--- config.mk ---
export PLATFORM = sky130hd
export DESIGN_NAME = rsp_s2_prep_diff_ctrl_flat
export DESIGN_NICKNAME = d
export VERILOG_FILES = /design/src/rtl/rsp_s2_prep_diff_ctrl_if.sv /design/src/rtl/rsp_s2_prep_diff_ctrl.sv /design/src/flat_wrapper.sv
export SDC_FILE = /design/constraint.sdc
export NUM_CORES = 1
export LEC_CHECK = 0
export ABC_AREA = 1
export BUFFER_PORTS_ARGS = -buffer_cell sky130_fd_sc_hd__buf_2
export CAP_MARGIN = 20
export CORE_MARGIN = 1.5
export CORE_UTILIZATION = 55
export CTS_CLUSTER_SIZE = 10
export DETAILED_ROUTE_END_ITERATION = 12
export PLACE_DENSITY = 0.79
export REMOVE_ABC_BUFFERS = 1
export SYNTH_ARGS = -nofsm -noshare
export SYNTH_HDL_FRONTEND = slang
export SYNTH_SLANG_ARGS = --single-unit
--- constraint.sdc ---
create_clock -name clk -period 1.9 [get_ports clk]
set_clock_uncertainty 0.2 [all_clocks]
set_input_delay 0.475 -clock clk [delete_from_list [all_inputs] [get_ports clk]]
set_output_delay 0.475 -clock clk [all_outputs]
set_load 0.01 [all_outputs]
--- src/rtl/rsp_s2_prep_diff_ctrl_if.sv ---
// ============================================================================
// Module      : rsp_s2_prep_diff_ctrl_if
// Description : Scheduler / sample-RAM / datapath signal bundle for the
//               stage-2 preprocessing difference frame sequencer.
// Revision    : 1.0 - initial release
// ============================================================================
`default_nettype none

interface rsp_s2_prep_diff_ctrl_if #(
    parameter int ADDR_WIDTH = 8
);
    logic                  i_start;
    logic                  i_bank;
    logic                  i_mode;
    logic                  i_dn_ready;
    logic                  i_err_clr;
    logic                  o_ram_rd_en;
    logic [ADDR_WIDTH-1:0] o_ram_rd_addr;
    logic                  o_x0_valid;
    logic                  o_x0_last;
    logic                  o_switch;
    logic                  o_busy;
    logic                  o_done;
    logic [15:0]           o_frame_cnt;
    logic                  o_err;

    modport master (
        output i_start, i_bank, i_mode, i_dn_ready, i_err_clr,
        input  o_ram_rd_en, o_ram_rd_addr, o_x0_valid, o_x0_last,
               o_switch, o_busy, o_done, o_frame_cnt, o_err
    );

    modport slave (
        input  i_start, i_bank, i_mode, i_dn_ready, i_err_clr,
        output o_ram_rd_en, o_ram_rd_addr, o_x0_valid, o_x0_last,
               o_switch, o_busy, o_done, o_frame_cnt, o_err
    );
endinterface

`default_nettype wire

--- src/rtl/rsp_s2_prep_diff_ctrl.sv ---
// ============================================================================
// Module      : rsp_s2_prep_diff_ctrl
// Description : Frame sequencer: bursts one frame out of the ping-pong sample
//               RAM, aligns valid/last to read data, waits for the datapath to
//               drain, then pulses done. Optional sticky start-error flag is
//               enabled by defining RSP_S2_PREP_DIFF_CTRL_ERR_EN.
// Revision    : 1.0 - initial release
// ============================================================================
`default_nettype none

module rsp_s2_prep_diff_ctrl #(
    parameter int DATA_NUM  = 1024,
    parameter int BURST_LEN = 8,
    parameter int RD_LAT    = 2,
    parameter int DIFF_LAT  = 4
) (
    input  logic                    clk,
    input  logic                    rst,
    rsp_s2_prep_diff_ctrl_if.slave  bus
);

    localparam int NBEAT      = DATA_NUM / BURST_LEN;
    localparam int ADDR_WIDTH = $clog2(NBEAT) + 1;
    localparam int BEAT_W     = ADDR_WIDTH - 1;
    localparam int DRAIN_CYC  = RD_LAT + DIFF_LAT;
    localparam int DRAIN_W    = $clog2(DRAIN_CYC + 1);

    typedef enum logic [1:0] {
        S_IDLE  = 2'd0,
        S_BURST = 2'd1,
        S_DRAIN = 2'd2,
        S_DONE  = 2'd3
    } state_t;

    state_t                state_q, state_d;
    logic [BEAT_W-1:0]     beat_q, beat_d;
    logic [DRAIN_W-1:0]    drain_q, drain_d;
    logic                  bank_q, bank_d;
    logic                  switch_q, switch_d;
    logic                  rd_en_q;
    logic                  last_rd_q;
    logic [ADDR_WIDTH-1:0] addr_q;
    logic                  busy_q;
    logic                  done_q;
    logic [15:0]           frame_cnt_q;
    logic [RD_LAT-1:0]     vld_sr_q;
    logic [RD_LAT-1:0]     last_sr_q;

    always_comb begin
        state_d  = state_q;
        beat_d   = beat_q;
        drain_d  = drain_q;
        bank_d   = bank_q;
        switch_d = switch_q;
        case (state_q)
            S_IDLE: begin
                if (bus.i_start && bus.i_dn_ready) begin
                    bank_d   = bus.i_bank;
                    switch_d = bus.i_mode;
                    beat_d   = '0;
                    state_d  = S_BURST;
                end
            end
            S_BURST: begin
                if (beat_q == BEAT_W'(NBEAT - 1)) begin
                    drain_d = '0;
                    state_d = S_DRAIN;
                end else begin
                    beat_d = beat_q + BEAT_W'(1);
                end
            end
            S_DRAIN: begin
                if (drain_q == DRAIN_W'(DRAIN_CYC - 1)) begin
                    state_d = S_DONE;
                end else begin
                    drain_d = drain_q + DRAIN_W'(1);
                end
            end
            S_DONE:  state_d = S_IDLE;
            default: state_d = S_IDLE;
        endcase
    end

    // Outputs are registered from next-state so they line up with state_q.
    always_ff @(posedge clk) begin
        if (rst) begin
            state_q     <= S_IDLE;
            beat_q      <= '0;
            drain_q     <= '0;
            bank_q      <= 1'b0;
            switch_q    <= 1'b0;
            rd_en_q     <= 1'b0;
            last_rd_q   <= 1'b0;
            addr_q      <= '0;
            busy_q      <= 1'b0;
            done_q      <= 1'b0;
            frame_cnt_q <= '0;
            vld_sr_q    <= '0;
            last_sr_q   <= '0;
        end else begin
            state_q   <= state_d;
            beat_q    <= beat_d;
            drain_q   <= drain_d;
            bank_q    <= bank_d;
            switch_q  <= switch_d;
            rd_en_q   <= (state_d == S_BURST);
            last_rd_q <= (state_d == S_BURST) && (beat_d == BEAT_W'(NBEAT - 1));
            addr_q    <= (state_d == S_BURST) ? {bank_d, beat_d} : '0;
            busy_q    <= (state_d != S_IDLE);
            done_q    <= (state_d == S_DONE);
            if (state_q == S_DONE) begin
                frame_cnt_q <= frame_cnt_q + 16'd1;
            end
            vld_sr_q[0]  <= rd_en_q;
            last_sr_q[0] <= last_rd_q;
            for (int i = 1; i < RD_LAT; i++) begin
                vld_sr_q[i]  <= vld_sr_q[i-1];
                last_sr_q[i] <= last_sr_q[i-1];
            end
        end
    end

    assign bus.o_ram_rd_en   = rd_en_q;
    assign bus.o_ram_rd_addr = addr_q;
    assign bus.o_x0_valid    = vld_sr_q[RD_LAT-1];
    assign bus.o_x0_last     = last_sr_q[RD_LAT-1];
    assign bus.o_switch      = switch_q;
    assign bus.o_busy        = busy_q;
    assign bus.o_done        = done_q;
    assign bus.o_frame_cnt   = frame_cnt_q;

`ifdef RSP_S2_PREP_DIFF_CTRL_ERR_EN
    logic w_err_set;
    logic err_q;

    // busy_q is low only in IDLE, so this covers both drop cases.
    assign w_err_set = bus.i_start && (busy_q || !bus.i_dn_ready);

    always_ff @(posedge clk) begin
        if (rst) begin
            err_q <= 1'b0;
        end else if (w_err_set) begin
            err_q <= 1'b1;
        end else if (bus.i_err_clr) begin
            err_q <= 1'b0;
        end
    end

    assign bus.o_err = err_q;
`else
    assign bus.o_err = 1'b0;
`endif

endmodule

`default_nettype wire

--- src/flat_wrapper.sv ---
// flat-port wrapper written by rule: the top's interface ports become plain ports
module rsp_s2_prep_diff_ctrl_flat 
#(
    parameter int DATA_NUM  = 1024,
    parameter int BURST_LEN = 8,
    parameter int RD_LAT    = 2,
    parameter int DIFF_LAT  = 4
)
  (clk, rst, bus_i_start, bus_i_bank, bus_i_mode, bus_i_dn_ready, bus_i_err_clr, bus_o_ram_rd_en, bus_o_ram_rd_addr, bus_o_x0_valid, bus_o_x0_last, bus_o_switch, bus_o_busy, bus_o_done, bus_o_frame_cnt, bus_o_err);
  rsp_s2_prep_diff_ctrl_if bus_i ();
  input  logic clk;
  input  logic rst;
  input wire logic [$bits(bus_i.i_start)-1:0] bus_i_start;
  input wire logic [$bits(bus_i.i_bank)-1:0] bus_i_bank;
  input wire logic [$bits(bus_i.i_mode)-1:0] bus_i_mode;
  input wire logic [$bits(bus_i.i_dn_ready)-1:0] bus_i_dn_ready;
  input wire logic [$bits(bus_i.i_err_clr)-1:0] bus_i_err_clr;
  output wire logic [$bits(bus_i.o_ram_rd_en)-1:0] bus_o_ram_rd_en;
  output wire logic [$bits(bus_i.o_ram_rd_addr)-1:0] bus_o_ram_rd_addr;
  output wire logic [$bits(bus_i.o_x0_valid)-1:0] bus_o_x0_valid;
  output wire logic [$bits(bus_i.o_x0_last)-1:0] bus_o_x0_last;
  output wire logic [$bits(bus_i.o_switch)-1:0] bus_o_switch;
  output wire logic [$bits(bus_i.o_busy)-1:0] bus_o_busy;
  output wire logic [$bits(bus_i.o_done)-1:0] bus_o_done;
  output wire logic [$bits(bus_i.o_frame_cnt)-1:0] bus_o_frame_cnt;
  output wire logic [$bits(bus_i.o_err)-1:0] bus_o_err;
  assign bus_i.i_start = bus_i_start;
  assign bus_i.i_bank = bus_i_bank;
  assign bus_i.i_mode = bus_i_mode;
  assign bus_i.i_dn_ready = bus_i_dn_ready;
  assign bus_i.i_err_clr = bus_i_err_clr;
  assign bus_o_ram_rd_en = bus_i.o_ram_rd_en;
  assign bus_o_ram_rd_addr = bus_i.o_ram_rd_addr;
  assign bus_o_x0_valid = bus_i.o_x0_valid;
  assign bus_o_x0_last = bus_i.o_x0_last;
  assign bus_o_switch = bus_i.o_switch;
  assign bus_o_busy = bus_i.o_busy;
  assign bus_o_done = bus_i.o_done;
  assign bus_o_frame_cnt = bus_i.o_frame_cnt;
  assign bus_o_err = bus_i.o_err;
  rsp_s2_prep_diff_ctrl #(.DATA_NUM(DATA_NUM), .BURST_LEN(BURST_LEN), .RD_LAT(RD_LAT), .DIFF_LAT(DIFF_LAT)) u_core (.clk(clk), .rst(rst), .bus(bus_i));
endmodule
---- After elaboration in Yosys (flattened, before gate mapping) ----
Cells that the tools add are included.
storage, ports and cells
  word-level logic and storage cells ...... 47
  input port bits ......................... 7
  output and inout bits ................... 31
  bits in registers ....................... 46
operators by class
  equal/unequal tests ..................... 10
  mux-type cells .......................... 12
  bitwise operators ....................... 1
  reduce and logical (&&, ||, !) cells .... 8
  $add $sub $neg .......................... 3
operators with widths
  operator                                       count
  adder 16 x 1 -> 16 bit, second input constant  1
  == test 7 bit, second input constant           2
  two-way mux 7 bit                              2
  case mux 7 bit (2 select lines)                1
  case mux 2 bit (4 select lines)                1
  adder 7 x 1 -> 7 bit, second input constant    1
  == test 2 bit, second input constant           3
  two-way mux 2 bit                              3
  two-way mux 3 bit                              2
  case mux 3 bit (2 select lines)                1
  == test 2 x 1 -> 1 bit, second input constant  2
  nonzero test 2 bit                             2
  adder 3 x 1 -> 3 bit, second input constant    1
  == test 3 bit, second input constant           1
  AND reduction 3 bit                            1
  logical AND 1 bit                              2
  zero test 2 bit                                1
  two-way mux 1 bit                              2
  != test 2 x 1 -> 1 bit, second input constant  1
  != test 2 bit, second input constant           1
  AND reduction 2 bit                            1
  OR reduction 2 bit                             1
  NOT 1 bit                                      1

---- Depth between registers and ports, before layout ----
  depth after elaboration ................. 6
  mapped depth ............................ 12
  gate-level depth less buffers ........... 12

---- Worst setup path after synthesis ----
OpenSTA, ideal clock, no wires.
  path kind ............................... reg-to-reg
  start point ............................. register u_core.frame_cnt_q[0], in the netlist u_core.bus.o_frame_cnt[0]
  end point ............................... register u_core.frame_cnt_q[8], in the netlist u_core.bus.o_frame_cnt[8]
  stages on the path, launching flop included .. 11
  arrival time ............................ 1.389 ns
  slack ................................... 0.192 ns
  buffers on the path ..................... 0
  library setup time ...................... 0.119 ns
  required time ........................... 1.581 ns
  period minus slack after synthesis ...... 1.708 ns
  cell sequence ........................... dfxtp_1 -> ha_1 -> nand2_4 -> nor2_4 -> nand2_1 -> nor2_2 -> nand2_2 -> inv_1 -> nand2_1 -> o21ai_0 -> a21oi_1
between the ends
  cells in the longest elaborated chain, start to end .. 1
RTL lines
  element                   line                          text
  start: declaration        rsp_s2_prep_diff_ctrl.sv:45   logic [15:0] frame_cnt_q;
  start signal: assignment  rsp_s2_prep_diff_ctrl.sv:112  frame_cnt_q <= frame_cnt_q + 16'd1;
  adder 16 x 1 -> 16 bit    rsp_s2_prep_diff_ctrl.sv:112
No other way between the ends.
A chain may end at the register's enable or synchronous reset.

---- Final worst setup path ----
  start point ............................. register u_core.state_q[0]
  end point ............................... register u_core.addr_q[1], in the netlist u_core.bus.o_ram_rd_addr[1]
between the ends
  cells in the longest elaborated chain, start to end .. 5
  elaborated cells between the ends (all ways) .. 12
  classes of those cells .................. eq/ne: 4; mux: 5; bitwise: 1; reduce/logical: 2
RTL lines
  element                                      line                          text
  start: declaration                           rsp_s2_prep_diff_ctrl.sv:35   state_t state_q, state_d;
  start signal: assignment                     rsp_s2_prep_diff_ctrl.sv:101  state_q <= state_d;
  == test 2 bit, or another cell as far along  rsp_s2_prep_diff_ctrl.sv:55   case (state_q)
  case mux 2 bit (4 select lines)              rsp_s2_prep_diff_ctrl.sv:55
  == test 2 x 1 -> 1 bit                       rsp_s2_prep_diff_ctrl.sv:108  addr_q <= (state_d == S_BURST) ? {bank_d, beat_d} : '0;
  NOT 1 bit (no source line)                   --
  OR reduction 2 bit (no source line)          --
  end signal: assignment                       rsp_s2_prep_diff_ctrl.sv:108
  end: declaration                             rsp_s2_prep_diff_ctrl.sv:42   logic [ADDR_WIDTH-1:0] addr_q;
Several ways; a longest one is shown, not always the timed one.

==> flow_summary.json <==
{
  "dp.final_hpwl_um": 3030,
  "yosysTopAreaCell": "dfxtp_1",
  "gr-max-usage-layer": "met2",
  "viasPerCell": 4.90,
  "drc_errors": 0,
  "yosys_warnings": 0,
  "clock_latency_ps": 310,
  "core_um2": 3660,
  "antenna_left": 0,
  "root_buffer": "clkbuf_8",
  "netlist_instances": 284,
  "crit_path_end_kind": "flip-flop",
  "powerDensity_nw_per_um2": 690,
  "min_path_type": "reg2reg",
  "seq_area_frac_synth_pct": 44.0,
  "dieArea_um2": 4180,
  "hold_violations": 0,
  "async_reset_ff_share_pct": 0,
  "grt_pass1_wl_um": 6960,
  "rows": 22,
  "portBuffers": 35,
  "synth_seq_cells": 46,
  "track_usage_pct": 21.7,
  "ys.flop_type": "dfxtp_1",
  "area_growth_pct": 19.9,
  "numCtsBuffers": 5,
  "gp_congestion": 0.905,
  "arrival_ps": 1830,
  "drive_gt1_share_pct": 24.5,
  "grt_max_degree": 21,
  "rsz0062_at_grt": "no",
  "diodes": 0,
  "dr.first_iter.drc_count": 89,
  "critPathRequiredTime_ps": 1940,
  "avgSynthCellArea_um2": 7.36,
  "synth_top_cell_area_share_pct": 44.0,
  "crit_type": "reg2reg",
  "crit_fanout": 8,
  "total_power_mw": 1.73,
  "layout_min_cycle_time_ps": 1790,
  "htreeDepth": 2,
  "ioPinCount": 38,
  "initial_core_util_pct": 57.1,
  "die_h_um": 64.7,
  "overflow": 0,
  "cts.clk_slew.worst_paths_ps": 90,
  "cts_setup_buffers": 0,
  "syn_area_um2": 2090,
  "ir_drop_uv": 497,
  "fp.dieW_um": 64.7,
  "rrSetupSlack_ps": 110,
  "r2r-start": "u_core.state_q[0]",
  "first_global_vias": 1668,
  "setup_viol": 0,
  "fill_cells": 322,
  "nNetsFinal": 345,
  "cts_sinks": 46,
  "grtUsageMet2_pct": 37.8,
  "antenna_found_initial": 0,
  "gr-usage-met1_pct": 25.4,
  "endpoint": "u_core.bus.o_ram_rd_addr[1]",
  "ys_types": 29,
  "slew_violations": 0,
  "firstDrtPassIters": 4,
  "crit_start": "u_core.state_q[0]",
  "cap_violations": 0,
  "reg2reg_to": "u_core.bus.o_ram_rd_addr[1]",
  "wl_per_cell_um": 10.7,
  "cts_tree": "built",
  "ff2ff_path_depth": 10,
  "fmax_ghz": 0.560,
  "status": "finished, final reports clean",
  "fin_crit_sh_pct": 94.0,
  "grt_use_met3_pct": 6.60,
  "wl_um": 4050,
  "num_vias": 1856,
  "synth_top_cells_by_area": "dfxtp_1 44%, nand2_1 9.7%, inv_1 7.7%, nor2_1 7.0%, nand3_1 5.0%",
  "synth_edf_count": 0,
  "fin_tns_setup_ps": 0,
  "clockBufferDepth": 2,
  "startpoint_type": "flip-flop",
  "leakage_nw": 1.20
}
==> how the worst min path moves through the flow <==
| stage | start | endpoint | slack (ps) | cells after the start |
|---|---|---|---|---|
| after floorplan | u_core.last_rd_q | u_core.last_sr_q[0] | 190 | 2 |
| after global placement | u_core.vld_sr_q[0] | u_core.vld_sr_q[1] | 190 | 2 |
| after global routing | u_core.last_rd_q | u_core.last_sr_q[0] | 230 | 2 |
| after CTS | bus_i_bank | u_core.bank_q | 210 | 3 |
| final | u_core.last_rd_q | u_core.last_sr_q[0] | 210 | 2 |
| after detailed placement | u_core.vld_sr_q[0] | u_core.vld_sr_q[1] | 200 | 2 |
==> registers in the layout, indices dropped and copies added (netlist names) <==
name	cells
u_core.bank_q	1
u_core.beat_q	7
u_core.bus.o_busy	1
u_core.bus.o_done	1
u_core.bus.o_frame_cnt	16
u_core.bus.o_ram_rd_addr	8
u_core.bus.o_ram_rd_en	1
u_core.bus.o_switch	1
u_core.drain_q	3
u_core.last_rd_q	1
u_core.last_sr_q	2
u_core.state_q	2
u_core.vld_sr_q	2
==> routing by layer <==
metal / wire length, µm / part of all wire, %
met1: 1930 / 48
met2: 1870 / 46
met3: 190 / 4.7
met5: 0 / 0
met4: 60 / 1.5
==> cell usage in the layout (no fill, tap or decap), types with 4 or more instances in the layout <==
cell / n
inv_1: 42
buf_2: 35
o21ai_0: 12
a21oi_1: 18
nor2_1: 39
nand2_1: 52
nand2_2: 5
dfxtp_1: 43
nand3_1: 21
nor2_2: 6
ha_1: 4
clkbuf_8: 5
buf_4: 10
==> critical path: stages (launching register included) <==
cell     delay [ps]
dfxtp_2         360
inv_2            90
ha_1            200
nand3_1         140
a21oi_2         150
nand2_1          60
nand2_1         100
inv_2            70
nor2_4          110
nand2_4          90
nor2_1          140
==> layout make-up <==
cell class	instances	area, µm²	share of cell area [%]
inverter	44	165	6.59
clock inverter	3	23.8	0.949
timing repair buffer	45	250	9.99
clock buffer	5	68.8	2.75
multi-input combinational	188	1010	40.4
sequential	46	925	36.9
tap	48	60.1	2.40
==> Yosys cell counts, types with 3 or more instances <==
cell       n
nand2_1   54
dfxtp_1   46
inv_1     43
nor2_1    39
nand3_1   21
a21oi_1   19
o21ai_0   13
ha_1       8
nor2_2     7
clkbuf_1   3
nand2_2    3
nand4_1    3
nor3_1     3
o21bai_1   3
==> repair_timing <==
action                                  CTS  global route
endpoints found under the setup margin    1            20
pin swaps                                 0             0
resized for setup                         1            14
hold buffers                              0             0
==> cell families after synthesis <==
family | count (synthesis) | share of synthesized area (%)
AOI/OAI and AO/OA | 39 | 10.2
xor gates and xnor gates | 3 | 1.26
adders and majority gates | 8 | 4.79
buffers and inverters | 50 | 9.57
DFF | 46 | 44.0
muxes | 1 | 0.479
other | 1 | 0.179
and+or+nand+nor | 136 | 29.4
==> power by group <==
group          total (mW)  switching, mW  internal [mW]
Clock               0.620          0.357          0.263
Combinational       0.119         0.0745         0.0443
Sequential          0.990         0.0106          0.979
==> through the flow <==
| step | hold WS (ps) | instance area (µm²) | setup WS [ps] | util, % | std cells |
|---|---|---|---|---|---|
| after floorplan | 188 | 2060 | 160 | - | 278 |
| after CTS | 213 | 2460 | 49.0 | 67.2 | 379 |
| after global placement | 194 | 2370 | 72.4 | 64.6 | 371 |
| final | 214 | 2510 | 115 | 68.5 | 379 |
| after detailed placement | 201 | 2370 | 5.74 | 64.6 | 371 |
| after global routing | 226 | 2510 | 8.49 | 68.5 | 379 |
Note: power is estimated with default switching activity, not from simulation.
